--- src/rtl/mul_lzc_stage.sv ---
// Two-stage leading-zero count / normalization control ahead of the left shifter.
// Optional exponent-limited (subnormal) normalization: define MUL_LZC_EXP_CLAMP_EN.
module mul_lzc_stage #(
  parameter int WIDTH = 48,
  parameter int GROUP = 16,
  parameter int EW    = 10,
  localparam int AWIDTH = $clog2(WIDTH)
) (
  input  logic              clk,
  input  logic              rst_n,
  input  logic              in_valid,
  output logic              in_ready,
  input  logic [WIDTH-1:0]  in_data,
  input  logic [EW-1:0]     in_exp,
  output logic              out_valid,
  input  logic              out_ready,
  output logic [WIDTH-1:0]  out_data,
  output logic [AWIDTH-1:0] out_shift,
  output logic [EW-1:0]     out_exp,
  output logic              out_zero,
  output logic              out_denorm
);

  localparam int NG = WIDTH / GROUP;
  localparam int CW = $clog2(GROUP + 1);
  localparam int LW = $clog2(WIDTH + 1);
  localparam int XW = EW + LW;

  function automatic logic [CW-1:0] grp_lzc(input logic [GROUP-1:0] g);
    logic [CW-1:0] n;
    logic          found;
    n     = '0;
    found = 1'b0;
    for (int i = GROUP - 1; i >= 0; i--) begin
      if (!found) begin
        if (g[i]) found = 1'b1;
        else      n = n + CW'(1);
      end
    end
    return n;
  endfunction

`ifdef MUL_LZC_EXP_CLAMP_EN
  // Shift stops one short of the exponent so the result lands at exponent 0.
  function automatic logic [AWIDTH-1:0] clamp_shift(input logic [EW-1:0] e);
    return (e == '0) ? '0 : AWIDTH'(e - EW'(1));
  endfunction
`endif

  logic              vld_p1;
  logic [WIDTH-1:0]  data_p1;
  logic [EW-1:0]     exp_p1;
  logic [CW-1:0]     cnt_p1 [NG];
  logic [NG-1:0]     zero_p1;
  logic              s2_ready;

  assign s2_ready = ~out_valid | out_ready;
  assign in_ready = ~vld_p1 | s2_ready;

  // ---- S1: register payload and per-group counts ----
  always_ff @(posedge clk) begin
    if (!rst_n)        vld_p1 <= 1'b0;
    else if (in_ready) vld_p1 <= in_valid;
  end

  always_ff @(posedge clk) begin
    if (in_ready && in_valid) begin
      data_p1 <= in_data;
      exp_p1  <= in_exp;
      for (int g = 0; g < NG; g++) begin
        cnt_p1[g]  <= grp_lzc(in_data[WIDTH-1-g*GROUP -: GROUP]);
        zero_p1[g] <= (in_data[WIDTH-1-g*GROUP -: GROUP] == '0);
      end
    end
  end

  logic [LW-1:0]     lzc;
  logic              done;
  logic              all_zero;
  logic [AWIDTH-1:0] shift_c;
  logic [EW-1:0]     exp_c;
`ifdef MUL_LZC_EXP_CLAMP_EN
  logic              denorm_c;
`endif

  always_comb begin
    lzc      = '0;
    done     = 1'b0;
    all_zero = &zero_p1;
    for (int g = 0; g < NG; g++) begin
      if (!done) begin
        if (zero_p1[g]) lzc = lzc + LW'(GROUP);
        else begin
          lzc  = lzc + LW'(cnt_p1[g]);
          done = 1'b1;
        end
      end
    end
    shift_c = AWIDTH'(lzc);
    exp_c   = exp_p1 - EW'(lzc);
`ifdef MUL_LZC_EXP_CLAMP_EN
    denorm_c = 1'b0;
`endif
    if (all_zero) begin
      shift_c = '0;
      exp_c   = exp_p1;
    end
`ifdef MUL_LZC_EXP_CLAMP_EN
    else if (XW'(exp_p1) <= XW'(lzc)) begin
      shift_c  = clamp_shift(exp_p1);
      exp_c    = '0;
      denorm_c = 1'b1;
    end
`endif
  end

  // ---- S2: combine groups, register outputs ----
  always_ff @(posedge clk) begin
    if (!rst_n) begin
      out_valid <= 1'b0;
      out_data  <= '0;
      out_shift <= '0;
      out_exp   <= '0;
      out_zero  <= 1'b0;
    end else if (s2_ready) begin
      out_valid <= vld_p1;
      if (vld_p1) begin
        out_data  <= data_p1;
        out_shift <= shift_c;
        out_exp   <= exp_c;
        out_zero  <= all_zero;
      end
    end
  end

`ifdef MUL_LZC_EXP_CLAMP_EN
  always_ff @(posedge clk) begin
    if (!rst_n)                  out_denorm <= 1'b0;
    else if (s2_ready && vld_p1) out_denorm <= denorm_c;
  end
`else
  assign out_denorm = 1'b0;
`endif

endmodule

--- config.mk ---
export PLATFORM = sky130hd
export DESIGN_NAME = mul_lzc_stage
export DESIGN_NICKNAME = d
export VERILOG_FILES = /design/src/rtl/mul_lzc_stage.sv
export SDC_FILE = /design/constraint.sdc
export NUM_CORES = 1
export LEC_CHECK = 0
export ABC_AREA = 1
export CAP_MARGIN = 10
export CORE_MARGIN = 2
export CORE_UTILIZATION = 60
export CTS_CLUSTER_SIZE = 28
export DETAILED_ROUTE_END_ITERATION = 7
export GPL_ROUTABILITY_DRIVEN = 0
export GPL_TIMING_DRIVEN = 0
export HOLD_SLACK_MARGIN = 0.06
export PLACE_DENSITY = 0.86
export SKIP_CTS_REPAIR_TIMING = 1
export SYNTH_ARGS = -nofsm -noshare
export SYNTH_HDL_FRONTEND = slang
export SYNTH_SLANG_ARGS = --single-unit
--- constraint.sdc ---
create_clock -name clk -period 17.52 [get_ports clk]
set_input_delay 3.504 -clock clk [delete_from_list [all_inputs] [get_ports clk]]
set_output_delay 3.504 -clock clk [all_outputs]
set_load 0.01 [all_outputs]
; After elaboration in Yosys (flattened, before gate mapping)
; Memory sizes are Yosys's and may differ from the RTL's.
; Cells that the tools add are included.
[classes]
n_addsub = 50
mul = 0
n_div = 0
n_lt_le_gt_ge = 0
n_eq_ne = 0
shift = 0
mux = 285
n_bitwise = 4
n_reduce_logical = 6
[op_table]
columns = operator, n
row1 = $mux 5, 139
row2 = $add 5x1->5 const B, 45
row3 = $mux 1, 140
row4 = $logic_not 16->1, 3
row5 = $mux 6, 5
row6 = $add 6x5->6, 2
row7 = $add 6x5->6 const B, 2
row8 = $mux 10, 1
row9 = $sub 10x6->10, 1
row10 = $reduce_and 3->1, 1
row11 = $not 1->1, 2
row12 = $or 1x1->1, 2
row13 = $reduce_and 2->1, 1
row14 = $logic_and 1x1->1, 1
[totals]
ff_bits = 128
latch_bits = 0
mem_bits_rw = 15
romBits = 0
input_bits = 62
output_inout_bits = 68
word_cells = 355
memories = 1
[mem_list]
columns = name, depth, word_bits, read_ports, rd_clocked_by_memory_dff, wr, line_no
row1 = cnt_p1, 3, 5, 3, 0, 3, 53  ; logic [CW-1:0] cnt_p1 [NG];

; Logic depth before layout (Yosys ltp)
; Gate-level depths: netlist of run 1.
[depth]
depth_word = 65
depth_mapped = 56
mapped_depth_nobuf = 56

; Worst setup path before layout of run 1
; Ideal clock, no wire load.
[synth_timing]
path_type = input -> register
start = in in_data[30]
end = mem cnt_p1[0][9] (netlist name), data pin
arrival_time_ns = 10.483
slack_ns = 6.785
path_stages = 54
path_buffers = 0
path_cell_list = inv_1 a21oi_1 ha_1 nor3_1 nor3_1 ha_1 nand2_1 nand3_1 nand2_1 inv_1 ha_1 o21ai_0 inv_1 ha_1 o21ai_0 a21boi_0 ha_1 nand2_1 [18 not listed] nor2_1 nor2_1 ha_1 inv_1 o21a_1 inv_1 ha_1 o21ai_0 inv_1 ha_1 nand2_1 o21ai_0 ha_1 inv_1 nor2_1 nand4_1 nand3_1 nand2_1
[synth_rtl]
columns = item, line_no
row1 = start: declaration, 13  ; input logic [WIDTH-1:0] in_data,
row2 = end: declaration, 53

==> results of run 1 <==
## cells in the mapped netlist, types with 5 or more instances
cell / instances
xnor2_1: 9
nor3_1: 7
nand2_2: 7
dfxtp_1: 67
clkbuf_1: 20
nand3b_1: 9
o22ai_1: 5
inv_1: 213
nor2_4: 15
nand3_1: 94
edfxtp_1: 76
o21ai_1: 6
o21ai_0: 70
a21oi_1: 40
nor2_2: 13
ha_1: 54
nand2_1: 286
xor2_1: 11
a31oi_1: 11
nand4_1: 18
inv_2: 14
or2_2: 6
nor2_1: 189
## sequential cells by signal, summed over array words and instances, names as in the netlist
register	count
exp_p1	10
out_shift	6
vld_p1	1
data_p1	48
out_data	48
zero_p1	3
out_exp	10
out_valid	1
out_zero	1
cnt_p1	15
## per-stage QoR
stage / total power, mW / area, sq um / std cells
2_1_floorplan: 0.470 / 9360 / 1287
3_3_place_gp: 0.526 / 10900 / 1602
3_5_place_dp: 0.533 / 10900 / 1603
4_1_cts: 0.904 / 11500 / 1635
5_1_grt: 0.939 / 11500 / 1635
6_report: 0.900 / 11500 / 1635
## layout make-up
class                           instances  area (sq um)
Fill cell                            1154          3690
Clock inverter                         10          90.1
Tap cell                              188           235
Inverter                              231           876
Timing Repair Buffer                  128          1300
Multi-Input combinational cell        892          4780
Sequential cell                       143          3620
Buffer                                 21          82.6
Clock buffer                           22           528
## tightest hold or removal path: stages, from the launching register on
cell,delay [ns]
dfxtp_1,0.31
nand2_1,0.06
a21oi_1,0.06
## cell families (layout without fill, tap and decap cells)
kind of cell	Yosys count	in the layout
AND/OR/NAND/NOR	664	664
buffers and inverters	252	412
AO/OA/AOI/OAI	147	147
flip-flops	143	143
adder cells (fa/ha/maj)	57	57
XOR/XNOR	20	20
multiplexers	3	3
other	1	1
## final timing paths
path | start | slack (ns) | cells past startpoint | endpoint
worst max-delay path | in_data[30] | 5.79 | 55 | cnt_p1[0][9]$_DFFE_PP_
worst max register to register | zero_p1[0]$_DFFE_PP_ | 12.57 | 27 | out_exp[9]$_SDFFE_PN0P_
worst min-delay path | out_shift[5]$_SDFFE_PN0P_ | 0.47 | 2 | out_shift[5]$_SDFFE_PN0P_
worst min register to register | out_shift[5]$_SDFFE_PN0P_ | 0.47 | 2 | out_shift[5]$_SDFFE_PN0P_
## power groups by stage
stage | Clock, mW | Sequential, mW | Combinational [mW]
after floorplan | 0 | 0.395 | 0.0746
after global placement | 0 | 0.391 | 0.135
after detailed placement | 0 | 0.391 | 0.142
after CTS | 0.377 | 0.384 | 0.143
after global routing | 0.391 | 0.386 | 0.162
final | 0.373 | 0.384 | 0.143
## per-layer routing
layer	vias to the layer above	routed length, um	track usage (%)
met5	-	0	0
met4	0	436	10.4
met3	41	1160	6.44
met2	240	10300	45.9
met1	3826	8870	30.8
li1	4416	-	-
==> metrics, run 1 <==
status=completed; Pre-Repair DR Iteration Count=5; largest net degree at the start of global routing=53; max incr delay on CP=just under 0.6 ns; number of enable flip-flop cells after synthesis=76; synth top area cells=edfxtp_1 24%, dfxtp_1 14%, nand2_1 11%; Worst EP arrival=11.92 ns; Final Hold Vio Count=0; global-route wire length before repair=around 35000 um; Sw Ratio=25.9%; Synth area leader=edfxtp_1; Avg Cell Area, Syn=a little over 7 sq um; num rows=45; Tmin final=around 12 ns; RSZ-0062 raised after global routing=no; CTS sink cnt=between 100 and 150; CTS tree=built; Die W=approximately 130 um; top_reg_cell synth=edfxtp_1; per-cell routed wire length=about 13 um; I/O pin count=130; period utilization=67.0%; Peak supply drop=about 0.000072 V; Setup crit start kind=input pin; post-route DRC violation count=0; Synth Area in Compound Gates=~8.5%; worst setup margin=a little under 6 ns; DP Wirelength=around 16000 um; TritonCTS Buffers=17; post-synthesis net count=roughly 1400; CP required=17.71 ns; Cell Pwr Density=slightly below 80 nW/um^2; Worst-Skew Late Latency=around 0.43 ns; setup_tns=0 ns; Cell Area, Synth=about 9400 sq um; vias per cell=5.21; CP Max Fanout=4; fin util=between 70% and 80%; Die Ht=129 um; NumNets Final=roughly 1600; pre-CTS setup slack=about 5.4 ns; CTS Root Cell=clkbuf_16; simple-gate share of the synthesized area=32.4%; Routed Antenna Nets=0; Crit path buffers/inverters=14; Crit Path Class=in -> reg; slew margin rel.=about half; Largest delay share family, worst path=adder cells; diodes inserted=0; worst hold slack=about 0.47 ns; vias in the first global route=8117; Syn. warnings=0; Final Skew=0.0106 ns; GRT Overall Usage=between 20% and 30%; most frequent cells in the layout=286 x nand2_1, 212 x inv_1, 189 x nor2_1; total of max-cap violations=0; input/output buffers=127; XOR/XNOR share of the synthesized area=under 10%; Crit-path slowest cell=clkdlybuf4s50_1; Clock power frac=about two fifths; Initial Utilization=between 60% and 70%; Synth Area in Adders=around 8%; clock slew seen by the registers of the worst setup and hold paths=roughly 0.06 ns; Max clock buf depth=2; main combinational cell family by area after synthesis=simple AND/OR/NAND/NOR gates; initial antenna violation count=0; core box area=around 15000 sq um; Yosys top cell area share=about a quarter; Mapped Cells=1287; Tightest Hold Check Type=reg -> reg; Synth Register Bits=143; final wirelength=20700 um; Power Internal=~670 uW; Leak Pwr=roughly 5.5 nW; asr flop ratio synth=0%; grt ovf=0; Switching Power=~230 uW; combinational share of power=between 10% and 20%; Final Max Slew Viols=0; worst slew pin tran=0.760 ns; H-tree lvl count=4; top achievable clock speed=roughly 85 MHz; synth unique cells=50; post-synthesis sequential area ratio=about two fifths; number of vias after detailed routing=8523; layout cells sized above 1=roughly 7.5%; commonest non-fill, non-tap cell in the layout=nand2_1; synthesis-to-layout area growth=23.0%; CP endpoint kind=flip-flop; final setup vio count=0; die area=roughly 17000 sq um; mux cell area share after synthesis=less than 1%; Initial DRC Count=473; sequential fraction of design power=~43%
Note: power is estimated with default switching activity, not from simulation.
==> run 2: changes to the inputs <==
- CORE_UTILIZATION: 60 -> 51
- PLACE_DENSITY: 0.86 -> 0.78
- clock period: 17.52 -> 9.6 ns (I/O delays scaled with it)
==> metrics, run 2 (synthesized netlist as in run 1, its figures left out) <==
die area=between 15000 and 20000 sq um; post-route cell area=11700 sq um; CP Max Fanout=3; num rows=a little under 50; Tmin final=~9 ns; beginning of the critical path=in_data[14]; vias per cell=about 5; NumNets Final=1562; CTS Root Cell=clkbuf_16; I/O pin count=130; sequential fraction of design power=approximately two fifths; TritonCTS Buffers=17; DP Wirelength=between 15000 and 20000 um; Max clock buf depth=2; setup_tns=0 ns; Initial DRC Count=330; final setup vio count=0; Die W=around 140 um; Peak supply drop=approximately 0.00017 V; slew margin rel.=48.7%; Worst-Skew Late Latency=about 0.43 ns; worst slew pin tran=roughly 0.77 ns; Clock power frac=a little over two fifths; Crit-path slowest cell=clkdlybuf4s50_1; Die Ht=139 um; commonest non-fill, non-tap cell in the layout=nand2_1; Worst EP arrival=a little over 9 ns; Final Skew=approximately 0.0085 ns; Power Internal=approximately 1.2 mW; H-tree lvl count=4; Initial Utilization=between 50% and 60%; reg2reg start=zero_p1[0]$_DFFE_PP_; max incr delay on CP=around 0.5 ns; largest net degree at the start of global routing=53; area post-placement=between 10000 and 15000 sq um; clock slew seen by the registers of the worst setup and hold paths=0.06 ns; vias in the first global route=roughly 7600; most frequent cells in the layout=285 x nand2_1, 210 x inv_1, 186 x nor2_1; initial antenna violation count=0; input/output buffers=approximately 130; CTS sink cnt=around 140; CP endpoint kind=flip-flop; Cell Pwr Density=142 nW/um^2; most frequent CP cell=inv_1; Setup crit start kind=input pin; period utilization=between 90% and 100%; Crit Path Class=in -> reg; Switching Power=about 430 uW; post-route DRC violation count=0; Tightest Hold Check Type=reg -> reg; total of max-cap violations=0; Leak Pwr=about 5.6 nW; CP required=between 9 and 10 ns; Crit path buffers/inverters=15; fillers=~1500; top achievable clock speed=between 100 and 150 MHz; number of vias after detailed routing=between 8000 and 9000; GRT Overall Usage=slightly above 20%; Pre-Repair DR Iteration Count=5; Final Max Slew Viols=0; hold path startpoint=out_shift[0]$_SDFFE_PN0P_; Routed Antenna Nets=0; CTS tree=built; status=completed; FF/Latch Area=3620 sq um; Largest delay share family, worst path=adder cells; combinational share of power=approximately 16%; Final Hold Vio Count=0; grt ovf=0; area of the multi-input gates=approximately 4900 sq um; synthesis-to-layout area growth=25.6%; top flop regs=data_p1 (48), out_data (48), cnt_p1 (15); Sw Ratio=25.7%; final wirelength=roughly 20000 um; per-cell routed wire length=roughly 12 um; diodes inserted=0; layout cells sized above 1=about a tenth; global-route wire length before repair=around 34000 um; core box area=between 15000 and 20000 sq um
[run 2: path summary, 6_finish.rpt]
kind | endpoint | slack (ns) | depth (start not counted)
max | cnt_p1[0][14]$_DFFE_PP_ | 0.52 | 54
min | out_shift[0]$_SDFFE_PN0P_ | 0.46 | 2
max reg2reg | out_exp[9]$_SDFFE_PN0P_ | 4.68 | 27
min reg2reg | out_shift[0]$_SDFFE_PN0P_ | 0.46 | 2
[run 2: per-stage QoR]
step | std cells | worst slack [ns] | hold slack (ns) | power [mW] | util, %
after floorplan | 1287 | 0.449 | 0.469 | 0.857 | -
after global placement | 1643 | -0.730 | 0.454 | 0.962 | 60.8
after detailed placement | 1644 | -0.938 | 0.455 | 0.971 | 60.9
after CTS | 1676 | -0.511 | 0.465 | 1.67 | 64.4
after global routing | 1685 | -0.0762 | 0.476 | 1.74 | 65.4
final | 1685 | 0.517 | 0.463 | 1.67 | 65.4
[run 2: metal layers]
metal	GRT usage, %	routed length (um)
met1	26.5	9260
met2	35.9	9950
met3	3.41	853
met4	6.91	308
met5	0	0
[run 2: tightest hold or removal path, stage by stage (launching register included)]
cell and delay, ns:
dfxtp_1 0.31, nand2_1 0.06, a21oi_1 0.05
[run 2: power groups by stage]
stage / logic (mW) / clock network [mW] / registers (mW)
2_1_floorplan: 0.136 / 0 / 0.721
3_3_place_gp: 0.248 / 0 / 0.714
3_5_place_dp: 0.258 / 0 / 0.713
4_1_cts: 0.259 / 0.709 / 0.701
5_1_grt: 0.302 / 0.731 / 0.704
6_report: 0.269 / 0.696 / 0.701
[run 2: final cells by class]
| type | count | share of cell area [%] |
|---|---|---|
| Multi-Input combinational cell | 892 | 41.8 |
| Sequential cell | 143 | 30.8 |
| Timing Repair Buffer | 137 | 11.5 |
| Inverter | 231 | 7.46 |
| Clock buffer | 17 | 3.62 |
| Tap cell | 229 | 2.44 |
| Clock inverter | 15 | 1.63 |
| Buffer | 21 | 0.703 |
